===== config.mk =====
export PLATFORM = sky130hd
export DESIGN_NAME = sdram_cmd_monitor
export DESIGN_NICKNAME = d
export VERILOG_FILES = /design/src/rtl/sdram_pkg.sv /design/src/rtl/sdram_cmd_decode.sv /design/src/rtl/sdram_cmd_monitor.sv
export SDC_FILE = /design/constraint.sdc
export NUM_CORES = 1
export LEC_CHECK = 0
export BUFFER_PORTS_ARGS = -buffer_cell sky130_fd_sc_hd__clkbuf_2
export CAP_MARGIN = 10
export CORE_MARGIN = 2
export CORE_UTILIZATION = 52
export DETAILED_ROUTE_END_ITERATION = 8
export PLACE_DENSITY = 0.81
export SLEW_MARGIN = 20
export SYNTH_ARGS = -nofsm -noshare
export SYNTH_HDL_FRONTEND = slang
export SYNTH_SLANG_ARGS = --single-unit

===== constraint.sdc =====
create_clock -name clk -period 2.6 [get_ports clk]
set_input_delay 0.26 -clock clk [delete_from_list [all_inputs] [get_ports clk]]
set_output_delay 0.26 -clock clk [all_outputs]
set_load 0.01 [all_outputs]

===== src/rtl/sdram_pkg.sv =====
// Shared SDRAM monitor definitions: command codes, pin encodings,
// error codes and the init FSM state type.
package sdram_pkg;

   // Decoded command codes
   localparam logic [2:0] CMD_NOP          = 3'd0;
   localparam logic [2:0] CMD_ACTIVE       = 3'd1;
   localparam logic [2:0] CMD_READ         = 3'd2;
   localparam logic [2:0] CMD_WRITE        = 3'd3;
   localparam logic [2:0] CMD_PRECHARGE    = 3'd4;
   localparam logic [2:0] CMD_AUTO_REFRESH = 3'd5;
   localparam logic [2:0] CMD_LOAD_MODE    = 3'd6;
   localparam logic [2:0] CMD_BURST_TERM   = 3'd7;

   // Pin encodings as {cs_n, ras_n, cas_n, we_n}
   localparam logic [3:0] PIN_NOP          = 4'b0111;
   localparam logic [3:0] PIN_ACTIVE       = 4'b0011;
   localparam logic [3:0] PIN_READ         = 4'b0101;
   localparam logic [3:0] PIN_WRITE        = 4'b0100;
   localparam logic [3:0] PIN_PRECHARGE    = 4'b0010;
   localparam logic [3:0] PIN_AUTO_REFRESH = 4'b0001;
   localparam logic [3:0] PIN_LOAD_MODE    = 4'b0000;
   localparam logic [3:0] PIN_BURST_TERM   = 4'b0110;

   // Protocol violation codes; lower value wins on a tie
   localparam logic [3:0] ERR_NONE          = 4'd0;
   localparam logic [3:0] ERR_EARLY_CMD     = 4'd1;
   localparam logic [3:0] ERR_BAD_INIT_SEQ  = 4'd2;
   localparam logic [3:0] ERR_TIMING        = 4'd3;
   localparam logic [3:0] ERR_REFRESH_LATE  = 4'd4;
   localparam logic [3:0] ERR_BANK_CLOSED   = 4'd5;
   localparam logic [3:0] ERR_BANK_OPEN     = 4'd6;
   localparam logic [3:0] ERR_REF_BANK_OPEN = 4'd7;
   localparam logic [3:0] ERR_CKE_LOW       = 4'd8;

   typedef enum logic [2:0] {
      ST_POWERUP,
      ST_WAIT_PALL,
      ST_WAIT_REF1,
      ST_WAIT_REF2,
      ST_WAIT_LMR,
      ST_OPERATIONAL
   } state_t;

endpackage


===== src/rtl/sdram_cmd_decode.sv =====
// Combinational SDRAM pin-to-command decode.
module sdram_cmd_decode
   import sdram_pkg::*;
(
   input  logic       i_cs_n,
   input  logic       i_ras_n,
   input  logic       i_cas_n,
   input  logic       i_we_n,
   output logic [2:0] o_cmd
);

   // Map the four command pins onto a command code; deselect is NOP
   always_comb begin
      o_cmd = CMD_NOP;
      case ({i_cs_n, i_ras_n, i_cas_n, i_we_n})
         PIN_ACTIVE:       o_cmd = CMD_ACTIVE;
         PIN_READ:         o_cmd = CMD_READ;
         PIN_WRITE:        o_cmd = CMD_WRITE;
         PIN_PRECHARGE:    o_cmd = CMD_PRECHARGE;
         PIN_AUTO_REFRESH: o_cmd = CMD_AUTO_REFRESH;
         PIN_LOAD_MODE:    o_cmd = CMD_LOAD_MODE;
         PIN_BURST_TERM:   o_cmd = CMD_BURST_TERM;
         default:          o_cmd = CMD_NOP;
      endcase
   end

endmodule


===== src/rtl/sdram_cmd_monitor.sv =====
// SDRAM command-bus protocol monitor: init sequence FSM, guard timing,
// refresh interval and CKE checks, first-error latch.
// Define SDRAM_MON_BANK_CHECK_EN to compile in per-bank open-row tracking.
module sdram_cmd_monitor
   import sdram_pkg::*;
#(
   parameter int INIT_WAIT_CYCLES   = 16000,
   parameter int T_RP_CYCLES        = 2,
   parameter int T_RFC_CYCLES       = 6,
   parameter int T_MRD_CYCLES       = 2,
   parameter int REFRESH_MAX_CYCLES = 1250
) (
   input  logic        clk,
   input  logic        reset_port,
   input  logic        ram_side_cs_n_port,
   input  logic        ram_side_ras_n_port,
   input  logic        ram_side_cas_n_port,
   input  logic        ram_side_wr_en_port,
   input  logic        ram_side_ck_en_port,
   input  logic [11:0] ram_side_addr_port,
   input  logic [1:0]  ram_side_bank_addr_port,
   output logic        init_done_port,
   output logic [11:0] mode_reg_port,
   output logic [15:0] refresh_count_port,
   output logic        cmd_valid_port,
   output logic [2:0]  cmd_code_port,
   output logic [3:0]  bank_open_port,
   output logic        error_port,
   output logic [3:0]  error_code_port
);

   localparam int GMAX0 = (T_RP_CYCLES > T_RFC_CYCLES) ? T_RP_CYCLES : T_RFC_CYCLES;
   localparam int GMAX  = (GMAX0 > T_MRD_CYCLES) ? GMAX0 : T_MRD_CYCLES;
   localparam int GW    = $clog2(GMAX + 1);
   localparam int IW    = $clog2(INIT_WAIT_CYCLES + 1);
   localparam int RW    = $clog2(REFRESH_MAX_CYCLES + 1);

   logic [2:0]    w_cmd;
   logic          w_non_nop;
   logic          w_expected;
   logic          w_in_init;
   logic          w_oper;
   logic [8:1]    w_viol;
   logic [3:0]    w_err_code;

   state_t        r_state;
   logic [IW-1:0] r_init_cnt;
   logic [GW-1:0] r_guard;
   logic [RW-1:0] r_ref_timer;

   sdram_cmd_decode u_decode (
      .i_cs_n  (ram_side_cs_n_port),
      .i_ras_n (ram_side_ras_n_port),
      .i_cas_n (ram_side_cas_n_port),
      .i_we_n  (ram_side_wr_en_port),
      .o_cmd   (w_cmd)
   );

   assign w_non_nop = (w_cmd != CMD_NOP);
   assign w_oper    = (r_state == ST_OPERATIONAL);
   assign w_in_init = (r_state != ST_POWERUP) && (r_state != ST_OPERATIONAL);

   // Which command the init sequence is waiting for in the current state
   always_comb begin
      w_expected = 1'b0;
      case (r_state)
         ST_WAIT_PALL:               w_expected = (w_cmd == CMD_PRECHARGE) && ram_side_addr_port[10];
         ST_WAIT_REF1, ST_WAIT_REF2: w_expected = (w_cmd == CMD_AUTO_REFRESH);
         ST_WAIT_LMR:                w_expected = (w_cmd == CMD_LOAD_MODE);
         default:                    w_expected = 1'b0;
      endcase
   end

`ifdef SDRAM_MON_BANK_CHECK_EN
   logic [3:0] r_bank_open;

   // Open-row flags: ACTIVE opens a bank, PRECHARGE closes one or all
   always_ff @(posedge clk) begin
      if (reset_port) begin
         r_bank_open <= '0;
      end else begin
         case (w_cmd)
            CMD_ACTIVE:    r_bank_open[ram_side_bank_addr_port] <= 1'b1;
            CMD_PRECHARGE: begin
               if (ram_side_addr_port[10]) r_bank_open <= '0;
               else                        r_bank_open[ram_side_bank_addr_port] <= 1'b0;
            end
            default: ;
         endcase
      end
   end

   assign bank_open_port = r_bank_open;
`else
   logic [1:0] w_unused_bank;
   assign w_unused_bank  = ram_side_bank_addr_port;
   assign bank_open_port = '0;
`endif

   // Collect every violation present on the sampled command this cycle
   always_comb begin
      w_viol    = '0;
      w_viol[1] = (r_state == ST_POWERUP) && w_non_nop;
      w_viol[2] = w_in_init && w_non_nop && !w_expected;
      w_viol[3] = w_non_nop && (r_guard != '0);
      w_viol[4] = w_oper && (w_cmd != CMD_AUTO_REFRESH) &&
                  (r_ref_timer == RW'(REFRESH_MAX_CYCLES - 1));
`ifdef SDRAM_MON_BANK_CHECK_EN
      w_viol[5] = ((w_cmd == CMD_READ) || (w_cmd == CMD_WRITE)) &&
                  !r_bank_open[ram_side_bank_addr_port];
      w_viol[6] = (w_cmd == CMD_ACTIVE) && r_bank_open[ram_side_bank_addr_port];
      w_viol[7] = (w_cmd == CMD_AUTO_REFRESH) && (r_bank_open != '0);
`endif
      w_viol[8] = w_oper && !ram_side_ck_en_port;
   end

   // Lowest-numbered violation wins when several coincide
   always_comb begin
      w_err_code = ERR_NONE;
      for (int i = 8; i >= 1; i--)
         if (w_viol[i]) w_err_code = 4'(i);
   end

   // Init sequence FSM with power-up wait counter and mode register capture
   always_ff @(posedge clk) begin
      if (reset_port) begin
         r_state        <= ST_POWERUP;
         r_init_cnt     <= '0;
         init_done_port <= 1'b0;
         mode_reg_port  <= '0;
      end else begin
         case (r_state)
            ST_POWERUP: begin
               if (ram_side_ck_en_port) begin
                  if (r_init_cnt == IW'(INIT_WAIT_CYCLES - 1)) r_state <= ST_WAIT_PALL;
                  else                                          r_init_cnt <= r_init_cnt + IW'(1);
               end
            end
            ST_WAIT_PALL: if (w_expected) r_state <= ST_WAIT_REF1;
            ST_WAIT_REF1: if (w_expected) r_state <= ST_WAIT_REF2;
            ST_WAIT_REF2: if (w_expected) r_state <= ST_WAIT_LMR;
            ST_WAIT_LMR: begin
               if (w_expected) begin
                  r_state        <= ST_OPERATIONAL;
                  init_done_port <= 1'b1;
                  mode_reg_port  <= ram_side_addr_port;
               end
            end
            ST_OPERATIONAL: if (w_cmd == CMD_LOAD_MODE) mode_reg_port <= ram_side_addr_port;
            default: r_state <= ST_POWERUP;
         endcase
      end
   end

   // Shared guard countdown reloaded by PRECHARGE, AUTO_REFRESH and LOAD_MODE
   always_ff @(posedge clk) begin
      if (reset_port) begin
         r_guard <= '0;
      end else begin
         case (w_cmd)
            CMD_PRECHARGE:    r_guard <= GW'(T_RP_CYCLES - 1);
            CMD_AUTO_REFRESH: r_guard <= GW'(T_RFC_CYCLES - 1);
            CMD_LOAD_MODE:    r_guard <= GW'(T_MRD_CYCLES - 1);
            default: if (r_guard != '0) r_guard <= r_guard - GW'(1);
         endcase
      end
   end

   // Cycles since last refresh; only runs once operational, parks at the limit
   always_ff @(posedge clk) begin
      if (reset_port || !w_oper || (w_cmd == CMD_AUTO_REFRESH))
         r_ref_timer <= '0;
      else if (r_ref_timer != RW'(REFRESH_MAX_CYCLES - 1))
         r_ref_timer <= r_ref_timer + RW'(1);
   end

   // Command report pulse and saturating refresh tally
   always_ff @(posedge clk) begin
      if (reset_port) begin
         cmd_valid_port     <= 1'b0;
         cmd_code_port      <= CMD_NOP;
         refresh_count_port <= '0;
      end else begin
         cmd_valid_port <= w_non_nop;
         cmd_code_port  <= w_cmd;
         if ((w_cmd == CMD_AUTO_REFRESH) && (refresh_count_port != 16'hFFFF))
            refresh_count_port <= refresh_count_port + 16'd1;
      end
   end

   // Sticky first-error latch
   always_ff @(posedge clk) begin
      if (reset_port) begin
         error_port      <= 1'b0;
         error_code_port <= ERR_NONE;
      end else if (!error_port && (w_err_code != ERR_NONE)) begin
         error_port      <= 1'b1;
         error_code_port <= w_err_code;
      end
   end

endmodule


Word level (Yosys, flattened, before mapping)
Cells that the tools add are included.
- register bits after elaboration: 69
- output and inout bits: 42
- add/sub/neg operators: 4
- equality and inequality tests: 27
- mux-type cells: 19
- bitwise operators: 2
- reduce and logical (&&, ||, !) cells: 31
- operator list (cell ; count):
    $mux W12 ; 2
    $pmux W12 S2 ; 1
    $mux W3 ; 7
    $pmux W3 S7 ; 1
    $mux W4 ; 5
    $pmux W3 S6 ; 1
    $add A16 B1 Y16 const B ; 1
    $ne A16 B16 Y1 const B ; 1
    $eq A3 B3 Y1 const B ; 5
    $add A14 B1 Y14 const B ; 1
    $eq A14 B14 Y1 const B ; 1
    $eq A4 B3 Y1 const B ; 3
    $reduce_bool A3 Y1 ; 4
    $add A11 B1 Y11 const B ; 1
    $eq A11 B11 Y1 const B ; 1
    $logic_and A1 B1 Y1 ; 11
    $ne A11 B11 Y1 const B ; 1
    $ne A2 B2 Y1 const B ; 5
    $eq A4 B2 Y1 const B ; 2
    $reduce_and A7 Y1 ; 1
    $eq A3 B2 Y1 const B ; 2
    $ne A3 B3 Y1 const B ; 2
    $pmux W3 S2 ; 1
    $reduce_and A3 Y1 ; 2
    other kinds (14) ; 21

Longest topological paths before layout
Gate-level depths: netlist (run 1).
- depth after elaboration: 11
- mapped depth: 8
- mapped depth without buffers: 7

Cells and area by module
From an unflattened synthesis (run 1), not the netlist that was laid out.
- cells, all modules: 366
- area, all modules: 3249.4 µm²
- modules (own cells, without submodules) (module ; instances ; cells each ; area an instance (µm²) ; sequential area each (µm²)):
    sdram_cmd_monitor ; 1 ; 359 ; 3199.3 ; 1381.3
    sdram_cmd_decode ; 1 ; 7 ; 50.0 ; 0.0

Worst setup path before layout (run 1)
Ideal clock, no wire load.
- path kind: input to register
- from: in ram_side_wr_en_port
- to: reg error_code_port[1]
- arrival time: 1.685 ns
- data required time: 2.480 ns
- setup slack: 0.795 ns
- stages: 6
- path buffers: 1
- path through: buf_2 > or3_4 > nor3_2 > a211oi_2 > o211a_1 > a211o_1
- cells in the longest elaborated chain, start to end: 11
- RTL lines (what ; RTL line ; source):
    start: declaration ; sdram_cmd_monitor.sv:18 ; input logic ram_side_wr_en_port,
    $eq A4 B3 Y1, or another cell as far along ; sdram_cmd_decode.sv:15 ; case ({i_cs_n, i_ras_n, i_cas_n, i_we_n})
    $pmux W3 S7 * ; sdram_cmd_decode.sv:15 ;
    $eq A3 B3 Y1 / $ne A3 B3 Y1 (equally long branches) ; sdram_cmd_monitor.sv:67, sdram_cmd_monitor.sv:106 ;
    $logic_and A1 B1 Y1, on equally long branches ; sdram_cmd_monitor.sv:67, sdram_cmd_monitor.sv:106 ;
    $pmux W1 S3 / $logic_and A1 B1 Y1 (equally long branches) ; sdram_cmd_monitor.sv:66, sdram_cmd_monitor.sv:106 ;
    $logic_not A1 Y1 / $mux W4 (equally long branches) ; sdram_cmd_monitor.sv:104, sdram_cmd_monitor.sv:121 ;
    $logic_and A1 B1 Y1 / $mux W4 (equally long branches) ; sdram_cmd_monitor.sv:104, sdram_cmd_monitor.sv:121 ;
    $mux W4 ; sdram_cmd_monitor.sv:121 ; if (w_viol[i]) w_err_code = 4'(i);
    $mux W4 * ; sdram_cmd_monitor.sv:121 ;
    $reduce_bool A4 Y1 ; sdram_cmd_monitor.sv:196 ; end else if (!error_port && (w_err_code != ERR_NONE)) begin
    $logic_and A1 B1 Y1 ; sdram_cmd_monitor.sv:196 ;
    end signal: assignment ; sdram_cmd_monitor.sv:198 ; error_code_port <= w_err_code;
    end: declaration ; sdram_cmd_monitor.sv:29 ; output logic [3:0] error_code_port
Every way passes the cells marked *; elsewhere a longest branch is shown, timed or not.
A chain may end at the register's enable or synchronous reset.

Worst setup path in the final report (run 1)
- from: reg r_state[0]
- to: reg r_init_cnt[10]
- cells in the longest elaborated chain, start to end: 2
- RTL lines (what ; RTL line ; source):
    start: declaration ; sdram_cmd_monitor.sv:46 ; state_t r_state;
    start signal: assignment ; sdram_cmd_monitor.sv:127 ; r_state <= ST_POWERUP;
    start signal: assignment ; sdram_cmd_monitor.sv:135 ; if (r_init_cnt == IW'(INIT_WAIT_CYCLES - 1)) r_state <= ST_WAIT_PALL;
    start signal: assignment ; sdram_cmd_monitor.sv:139 ; ST_WAIT_PALL: if (w_expected) r_state <= ST_WAIT_REF1;
    $logic_not A3 Y1 ; sdram_cmd_monitor.sv:132 ; case (r_state)
    $reduce_and A3 Y1 (no line) ; - ;
    end signal: assignment ; sdram_cmd_monitor.sv:136 ; else r_init_cnt <= r_init_cnt + IW'(1);
    end: declaration ; sdram_cmd_monitor.sv:47 ; logic [IW-1:0] r_init_cnt;
Every way passes these cells.

==> flow_metrics.py, run 1 <==
metrics = {
    "placement": {
        "placedCellCount": 504,
        "hpwl_um": 4830,
        "numPortBuffers": 56,
        "place_area_um2": 3610,
        "dp_slack_ps": 532,
        "gp_congestion": 0.819,
    },
    "timing": {
        "fin_skew_ps": 5.44,
        "min_period_ps": 2070,
        "drv_slew": 0,
        "hold_viol": 0,
        "rsz0062_at_grt": "no",
        "fin_crit_sh": 0.796,
        "setup_viol": 0,
        "maxSlewHeadroom": 0.506,
        "finalSetupTns_ps": 0,
        "finalWorstSetupSlack_ps": 531,
        "tightest_slew_ps": 735,
        "clock.fmax_ghz": 0.483,
    },
    "synthesis": {
        "synth_cells": 385,
        "yosysMostFrequentCell": "dfxtp_1",
        "async_flop_share": 0,
        "seq_area_frac_synth": 0.419,
        "synth_area_leaders": "dfxtp_1, nor2_1, xnor2_1, nand2_1, a21oi_1",
        "ys_types": 59,
        "ys.flop_type": "dfxtp_1",
        "synthTopCellsByCount": "dfxtp_1, nor2_1, nand2_1",
        "syn_avg_cell_area_um2": 8.57,
        "synth.largest_area_cell": "dfxtp_1",
        "netlist.area_leader.share": 0.419,
        "synth_warnings": 0,
        "syn_area_um2": 3300,
        "ys_seq_elements": 69,
        "synth_edf_count": 0,
    },
    "detailed_routing": {
        "postRouteAntennaNets": 0,
        "wl_per_cell_um": 13.1,
        "drt-initial-drc-count": 95,
        "vias": 2832,
        "wirelength_um": 6790,
        "route.detailed.drc": 0,
        "firstDrtPassIters": 6,
        "vias_per_cell": 5.46,
    },
    "floorplan": {
        "io_pins": 63,
        "core_um2": 6240,
        "die_w_um": 83.7,
        "die-area_um2": 7000,
        "dieHeight_um": 83.7,
        "fp-row-count": 29,
        "start_util": 0.529,
    },
    "global_route": {
        "antenna_found_initial": 0,
        "grt_pass1_vias": 2626,
        "grt-ovfl-total": 0,
        "gr-usage-all-layers": 0.205,
        "grt_max_degree": 47,
        "grt_pass1_wl_um": 11800,
    },
    "clock_network": {
        "ctsResizeCount": 0,
        "clock_latency_ps": 340,
        "cts.sinks": 69,
        "holdBufCountCts": 0,
        "clk_pin_slew_ps": 70,
        "clockBufferDepth": 2,
        "cts_setup_buffers": 0,
        "numCtsBuffers": 9,
        "h-tree-depth": 3,
        "cts_tree": "built",
        "clock-root-buffer": "clkbuf_8",
    },
    "critical_path": {
        "cp-end-kind": "register",
        "cp_max_fo": 15,
        "slowest_delay_ps": 660,
        "slowest_stage": "or4b_1",
        "worstPathCellList": "or4b_1 > a2111oi_4 > nand3_1 > xor2_1 > nor2_1",
        "worst_ep_required_time_ps": 2810,
        "crit_type": "reg2reg",
        "start_kind": "register",
        "critPathArrivalTime_ps": 2280,
    },
    "cells_and_area": {
        "syn_to_final_growth_pct": 14.9,
        "drive_gt1_frac": 0.195,
        "num_antenna_cells": 0,
        "nets": 465,
        "finalNonFillerCells": 519,
        "multi_input_area_um2": 1790,
        "ff_latch_area_um2": 1380,
        "nFillCells": 561,
        "fin_area_um2": 3790,
    },
    "pwr": {
        "finalPower_w": 0.00214,
        "p_leak_nw": 1.44,
        "vdd_drop_max_mv": 0.461,
        "p_per_area_nw_per_um2": 564,
    },
    "min_path": {
        "hold_path_class": "in2reg",
    },
    "flow_run": {
        "maxCapViolations": 0,
    },
    "status": {
        "status": "finished clean",
    },
}
==> per-layer routing <==
metal | part of all wire | track usage
met3 | 0.049 | 0.0574
met2 | 0.48 | 0.332
met4 | 0.016 | 0.0777
met1 | 0.46 | 0.259
met5 | 0 | 0
==> final timing paths <==
check	from	endpoint	slack [ps]	cells past startpoint
max	r_state[0]	r_init_cnt[10]	530	5
min	ram_side_addr_port[5]	mode_reg_port[5]	130	3
max reg2reg	r_state[0]	r_init_cnt[10]	530	5
min reg2reg	mode_reg_port[9]	mode_reg_port[9]	450	2
==> area by class of cell <==
class / count / share of cell area
Inverter: 9 / 0.00891
Timing Repair Buffer: 60 / 0.0819
Clock buffer: 14 / 0.0456
Tap cell: 77 / 0.0254
Clock inverter: 1 / 0.00132
Sequential cell: 69 / 0.364
Multi-Input combinational cell: 289 / 0.472
==> stage by stage <==
step                hold slack (ps)   util
CTS                             113  0.607
global route                    123  0.607
floorplan                       396      -
detailed placement              446  0.579
finish                          131  0.607
global placement                442  0.579
==> flip-flops by register name, summed over array words and instances, names as in the netlist <==
| signal | cells |
|---|---|
| refresh_count_port | 16 |
| cmd_valid_port | 1 |
| error_code_port | 4 |
| error_port | 1 |
| r_init_cnt | 14 |
| r_state | 3 |
| cmd_code_port | 3 |
| r_ref_timer | 11 |
| init_done_port | 1 |
| r_guard | 3 |
| mode_reg_port | 12 |
==> critical path: cells and delay by family (launching register included) <==
| family | cells | cell delay (ps) |
|---|---|---|
| AOI/OAI and AO/OA | 1 | 470 |
| DFF | 1 | 440 |
| and+or+nand+nor | 3 | 870 |
| xor gates and xnor gates | 1 | 160 |
==> logic make-up after synthesis <==
kind of cell,Yosys count,synth area share
and+or+nand+nor,176,0.272
DFF,69,0.419
AOI/OAI and AO/OA,65,0.142
xor gates and xnor gates,35,0.0929
buffers and inverters,30,0.0421
adders and majority gates,7,0.0258
muxes,2,0.00607
other,1,0.00114
==> power breakdown <==
group	internal, W	switching, W
Sequential	0.00109	0.0000179
Combinational	0.0000965	0.000146
Clock	0.000419	0.000371
==> cell usage in the layout (no fill, tap or decap), types with 4 or more instances in the layout <==
| cell type | count |
|---|---|
| nand2_1 | 39 |
| nand4_1 | 7 |
| clkbuf_8 | 12 |
| xor2_1 | 16 |
| and3_1 | 6 |
| inv_1 | 9 |
| nor3_1 | 10 |
| ha_1 | 6 |
| dfxtp_1 | 69 |
| o21ai_0 | 4 |
| nor2_1 | 55 |
| nand2b_1 | 4 |
| a21oi_1 | 29 |
| clkbuf_2 | 56 |
| and2_1 | 4 |
| or3_1 | 5 |
| conb_1 | 4 |
| nand3_1 | 25 |
| a211oi_1 | 7 |
| xnor2_1 | 19 |
| buf_4 | 4 |
Note: power is estimated with default switching activity, not from simulation.
==> run 2: changes to the inputs <==
clock period = 2.07 ns   (was 2.6 ns; I/O delays follow)
==> run 2 against run 1 <==
  * Clock-buffer cell count down 4
  * Sequential share of layout area down 1.8 points
  * Global-route usage down 0.21 points
  * Sequential power up 25%
  * Wire length up 2.1%
  * Register-to-register slack worse by 350 ps
  * Non-clock buffer count up 16
==> flow_metrics.py, run 2 (synthesis gave the netlist of run 1 again) <==
metrics = {
    "timing": {
        "min_period_ps": 1890,
        "maxSlewHeadroom": 0.660,
        "hold_viol": 0,
        "drv_slew": 0,
        "fin_crit_sh": 0.914,
        "finalSetupTns_ps": 0,
        "setup_viol": 0,
        "clock.fmax_ghz": 0.528,
        "rsz0062_at_grt": "no",
        "tightest_slew_ps": 510,
        "fin_skew_ps": 9.52,
    },
    "global_route": {
        "grt_pass1_vias": 2732,
        "met3_usage": 0.0495,
        "grt_use_met2": 0.343,
        "grt_max_degree": 35,
        "grt_busiest_layer": "met2",
        "antenna_found_initial": 0,
        "gr-usage-all-layers": 0.203,
        "grt-ovfl-total": 0,
        "grt_pass1_wl_um": 11800,
        "met1_usage": 0.247,
    },
    "critical_path": {
        "crit_type": "reg2reg",
        "cp_max_fo": 4,
        "worstPathCellList": "or4b_1 > a2111oi_4 > nand3_1 > xor2_1 > nor2_1",
        "cp-end-kind": "register",
        "slowest_stage": "or4b_1",
        "slowest_delay_ps": 620,
        "critPathTopFamily": "simple AND/OR/NAND/NOR gates",
        "start_kind": "register",
        "critPathArrivalTime_ps": 2120,
        "worst-path-buf-inv": 0,
        "worst_ep_required_time_ps": 2300,
    },
    "detailed_routing": {
        "wl_per_cell_um": 12.9,
        "wirelength_um": 6930,
        "route.detailed.drc": 0,
        "drt-initial-drc-count": 123,
        "vias_per_cell": 5.38,
        "firstDrtPassIters": 4,
        "postRouteAntennaNets": 0,
        "vias": 2886,
    },
    "floorplan": {
        "core_um2": 6240,
        "dieHeight_um": 83.7,
        "start_util": 0.529,
        "die-area_um2": 7000,
        "die_w_um": 83.7,
        "fp-row-count": 29,
        "io_pins": 63,
    },
    "pwr": {
        "internal_power_w": 0.00234,
        "p_per_area_nw_per_um2": 768,
        "power_frac_comb": 0.110,
        "vdd_drop_max_mv": 0.686,
        "power.switching_w": 0.000720,
        "p_leak_nw": 1.55,
        "clkPwrFrac": 0.436,
        "finalPower_w": 0.00306,
        "swShare": 0.235,
        "seq_power_share": 0.454,
    },
    "clock_network": {
        "cts_tree": "built",
        "numCtsBuffers": 9,
        "clock_latency_ps": 350,
        "clockBufferDepth": 2,
        "h-tree-depth": 3,
        "cts.sinks": 69,
        "clk_pin_slew_ps": 80,
        "clock-root-buffer": "clkbuf_8",
    },
    "flow_run": {
        "maxCapViolations": 0,
    },
    "cells_and_area": {
        "reg_top3": "refresh_count_port: 16 flops, r_init_cnt: 14 flops, mode_reg_port: 12 flops",
        "layout_commonest_cell": "dfxtp_1",
        "layout_common_cells": "dfxtp_1, clkbuf_2, nor2_1",
        "drive_gt1_frac": 0.231,
        "num_antenna_cells": 0,
        "top_register": "refresh_count_port",
        "finalNonFillerCells": 536,
        "nFillCells": 567,
        "largest_reg_flops": 16,
        "syn_to_final_growth_pct": 20.7,
        "nets": 481,
    },
    "min_path": {
        "hold_path_class": "in2reg",
    },
    "placement": {
        "gp_congestion": 0.811,
        "numPortBuffers": 56,
        "hpwl_um": 5010,
        "placedCellCount": 520,
    },
    "status": {
        "status": "finished clean",
    },
}
[run 2: cell count changes in the layout (fill, tap and decap cells not counted), sizes merged]
cell      before  now
buf            4   20
clkbuf        70   66
bufinv         0    3
clkinvlp       0    2
[run 2: path summary, 6_finish.rpt]
path,start,end,slack [ps],depth (start not counted)
worst max register to register,r_state[0],r_init_cnt[12],180,5
worst max-delay path,r_state[0],r_init_cnt[12],180,5
worst min register to register,mode_reg_port[8],mode_reg_port[8],460,2
worst min-delay path,ram_side_addr_port[7],mode_reg_port[7],70,3
[run 2: worst min-delay path, cell delays in order]
cell	delay, ps
clkbuf_2	80
nand2_1	40
a21oi_1	50
[run 2: power groups by stage]
stage	combinational (W)	clock (W)	sequential (W)
6_report	0.000335	0.00134	0.00139
5_1_grt	0.000373	0.00142	0.00139
4_1_cts	0.000334	0.00137	0.00139
3_5_place_dp	0.000322	0	0.00142
3_3_place_gp	0.000303	0	0.00142
2_1_floorplan	0.000219	0	0.00142
[run 2: per-layer routing]
layer	wire [um]	vias up
li1	-	1471
met1	3140	1346
met2	3400	55
met3	252	14
met4	140	0
met5	0	-
[run 2: cell type report]
| class | instances | area [um^2] | share of cell area |
|---|---|---|---|
| repair buffers | 76 | 430 | 0.108 |
| clock buffers | 10 | 138 | 0.0345 |
| clock inverters | 6 | 110 | 0.0276 |
| multi-input cells | 289 | 1790 | 0.450 |
| flip-flops and latches | 69 | 1380 | 0.347 |
| well taps | 77 | 96.3 | 0.0242 |
| inverters | 9 | 33.8 | 0.00848 |
[run 2: timing repair]
item	CTS	global route
buffers inserted	0	0
hold buffers	0	0
resized for setup	0	1
setup endpoints to repair	0	1
[run 2: through the flow]
stage | area (um^2) | hold slack (ps) | utilization | setup slack (ps)
4_1_cts | 3980 | 54.4 | 0.638 | 171
6_report | 3980 | 71.2 | 0.638 | 177
3_5_place_dp | 3730 | 435 | 0.598 | 173
5_1_grt | 3980 | 62.7 | 0.638 | 42.6
3_3_place_gp | 3730 | 431 | 0.598 | 236
2_1_floorplan | 3310 | 343 | - | 309
==> run 3: changes to the inputs <==
CORE_ASPECT_RATIO = 2   (was not set)
==> run 3 against run 2 <==
  * Cell count increased by 1.1%
  * Total power increased by 4.0%
  * Clock power increased by 11%
  * Critical path depth unchanged
  * Sequential power about the same
  * Wire length decreased by 2.5%
  * Via count increased by 0.80%
  * Die area increased by 0.55%
  * Clock skew decreased by 2.4 ps
  * Clock-buffer cell count decreased by 1
  * Largest power group is now clock
  * Sequential share of layout area decreased by 0.28 points
  * Utilization increased by 0.87 points
==> flow_metrics.py, run 3 (synthesis gave the netlist of run 1 again) <==
metrics = {
    "clock_network": {
        "numCtsBuffers": 9,
        "ctsResizeCount": 0,
        "clock_latency_ps": 340,
        "holdBufCountCts": 0,
        "clockBufferDepth": 2,
        "clock-root-buffer": "clkbuf_16",
        "cts.sinks": 69,
        "cts_tree": "built",
        "clk_pin_slew_ps": 50,
        "h-tree-depth": 3,
        "cts_setup_buffers": 0,
    },
    "cells_and_area": {
        "nFillCells": 547,
        "largest_reg_flops": 16,
        "num_antenna_cells": 0,
        "layout_common_cells": "dfxtp_1, clkbuf_2, nor2_1",
        "layout_commonest_cell": "dfxtp_1",
        "reg_top3": "refresh_count_port: 16 flops, r_init_cnt: 14 flops, mode_reg_port: 12 flops",
        "fin_area_um2": 4020,
        "top_register": "refresh_count_port",
        "ff_latch_area_um2": 1380,
        "syn_to_final_growth_pct": 21.7,
        "drive_gt1_frac": 0.226,
        "nets": 478,
        "multi_input_area_um2": 1790,
    },
    "pwr": {
        "finalPower_w": 0.00318,
        "clkPwrFrac": 0.468,
        "internal_power_w": 0.00242,
        "power_frac_comb": 0.094,
        "vdd_drop_max_mv": 0.514,
        "power.switching_w": 0.000765,
        "swShare": 0.240,
        "p_per_area_nw_per_um2": 792,
        "seq_power_share": 0.437,
        "p_leak_nw": 1.56,
    },
    "detailed_routing": {
        "route.detailed.drc": 0,
        "vias_per_cell": 5.37,
        "vias": 2909,
        "drt-initial-drc-count": 147,
        "wl_per_cell_um": 12.5,
        "postRouteAntennaNets": 0,
        "wirelength_um": 6760,
        "firstDrtPassIters": 4,
    },
    "floorplan": {
        "dieHeight_um": 117,
        "die_w_um": 60.3,
        "start_util": 0.532,
        "fp-row-count": 41,
        "io_pins": 63,
        "die-area_um2": 7040,
        "core_um2": 6210,
    },
    "timing": {
        "min_period_ps": 1890,
        "clock.fmax_ghz": 0.530,
        "fin_crit_sh": 0.911,
        "maxSlewHeadroom": 0.663,
        "fin_skew_ps": 7.08,
        "rsz0062_at_grt": "no",
        "finalSetupTns_ps": 0,
        "setup_viol": 0,
        "tightest_slew_ps": 506,
        "drv_slew": 0,
        "timing.hold.ws_ps": 87.8,
        "hold_viol": 0,
    },
    "critical_path": {
        "r2r-start": "r_state[0]",
        "worstReg2RegEnd": "r_init_cnt[10]",
        "crit_type": "reg2reg",
        "worst_ep_required_time_ps": 2290,
        "cp_max_fo": 4,
        "crit_start": "r_state[0]",
        "crit_end": "r_init_cnt[10]",
        "critPathArrivalTime_ps": 2110,
        "rrSetupSlack_ps": 180,
        "start_kind": "register",
        "reg2reg_depth": 5,
        "cp-end-kind": "register",
    },
    "status": {
        "status": "finished clean",
    },
    "global_route": {
        "grt_pass1_wl_um": 11300,
        "grt_max_degree": 24,
        "gr-usage-all-layers": 0.210,
        "grt_pass1_vias": 2562,
        "grt-ovfl-total": 0,
        "antenna_found_initial": 0,
    },
    "min_path": {
        "hold_path_class": "in2reg",
    },
    "placement": {
        "gp_congestion": 0.857,
        "place_area_um2": 3720,
        "hpwl_um": 4790,
        "numPortBuffers": 56,
    },
    "flow_run": {
        "maxCapViolations": 0,
    },
}
==> run 3: cell types whose count changed in the layout (fill, tap and decap cells not counted) <==
cell	before	now
clkbuf_16	0	9
bufinv_16	3	1
clkinvlp_4	2	1
clkinv_2	1	4
clkinv_4	0	1
clkbuf_8	10	0
buf_4	20	17
==> run 3: worst min-delay path by stage <==
stage,start,to,slack (ps),cells after the start
floorplan,ram_side_addr_port[0],mode_reg_port[0],340,2
global placement,ram_side_addr_port[4],mode_reg_port[4],430,3
detailed placement,ram_side_addr_port[9],mode_reg_port[9],440,3
CTS,ram_side_addr_port[9],mode_reg_port[9],80,3
global route,ram_side_addr_port[8],mode_reg_port[8],90,3
finish,ram_side_addr_port[9],mode_reg_port[9],90,3
==> run 3: layout make-up <==
class / count / area share
clock inverters: 7 / 0.0165
repair buffers: 73 / 0.102
inverters: 9 / 0.00841
multi-input cells: 289 / 0.447
clock buffers: 9 / 0.0561
flip-flops and latches: 69 / 0.344
well taps: 86 / 0.0268
==> run 3: stage by stage <==
stage,utilization,worst slack [ps],instances
after floorplan,-,309,388
after global placement,0.599,209,526
after detailed placement,0.599,169,526
after CTS,0.646,179,542
after global routing,0.647,58.2,542
final,0.647,184,542
==> run 3: critical path: stages (launching register included) <==
cell and delay (ps):
dfxtp_1 310, or4b_1 620, a2111oi_4 470, nand3_1 150
xor2_1 170, nor2_1 50
==> run 3: power by group through the flow <==
stage	sequential, W	combinational [W]	clock (W)
2_1_floorplan	0.00142	0.000219	0
3_3_place_gp	0.00142	0.000287	0
3_5_place_dp	0.00142	0.000299	0
4_1_cts	0.00139	0.000301	0.00152
5_1_grt	0.00139	0.000353	0.00159
6_report	0.00139	0.000300	0.00149
==> run 3: metal layers <==
metal	share of wire	GRT usage	up-vias	wire length, um
met1	0.45	0.272	1362	3060
met5	0	0	-	0
li1	-	-	1469	-
met3	0.048	0.0642	9	325
met4	0.018	0.0889	0	123
met2	0.48	0.320	69	3250
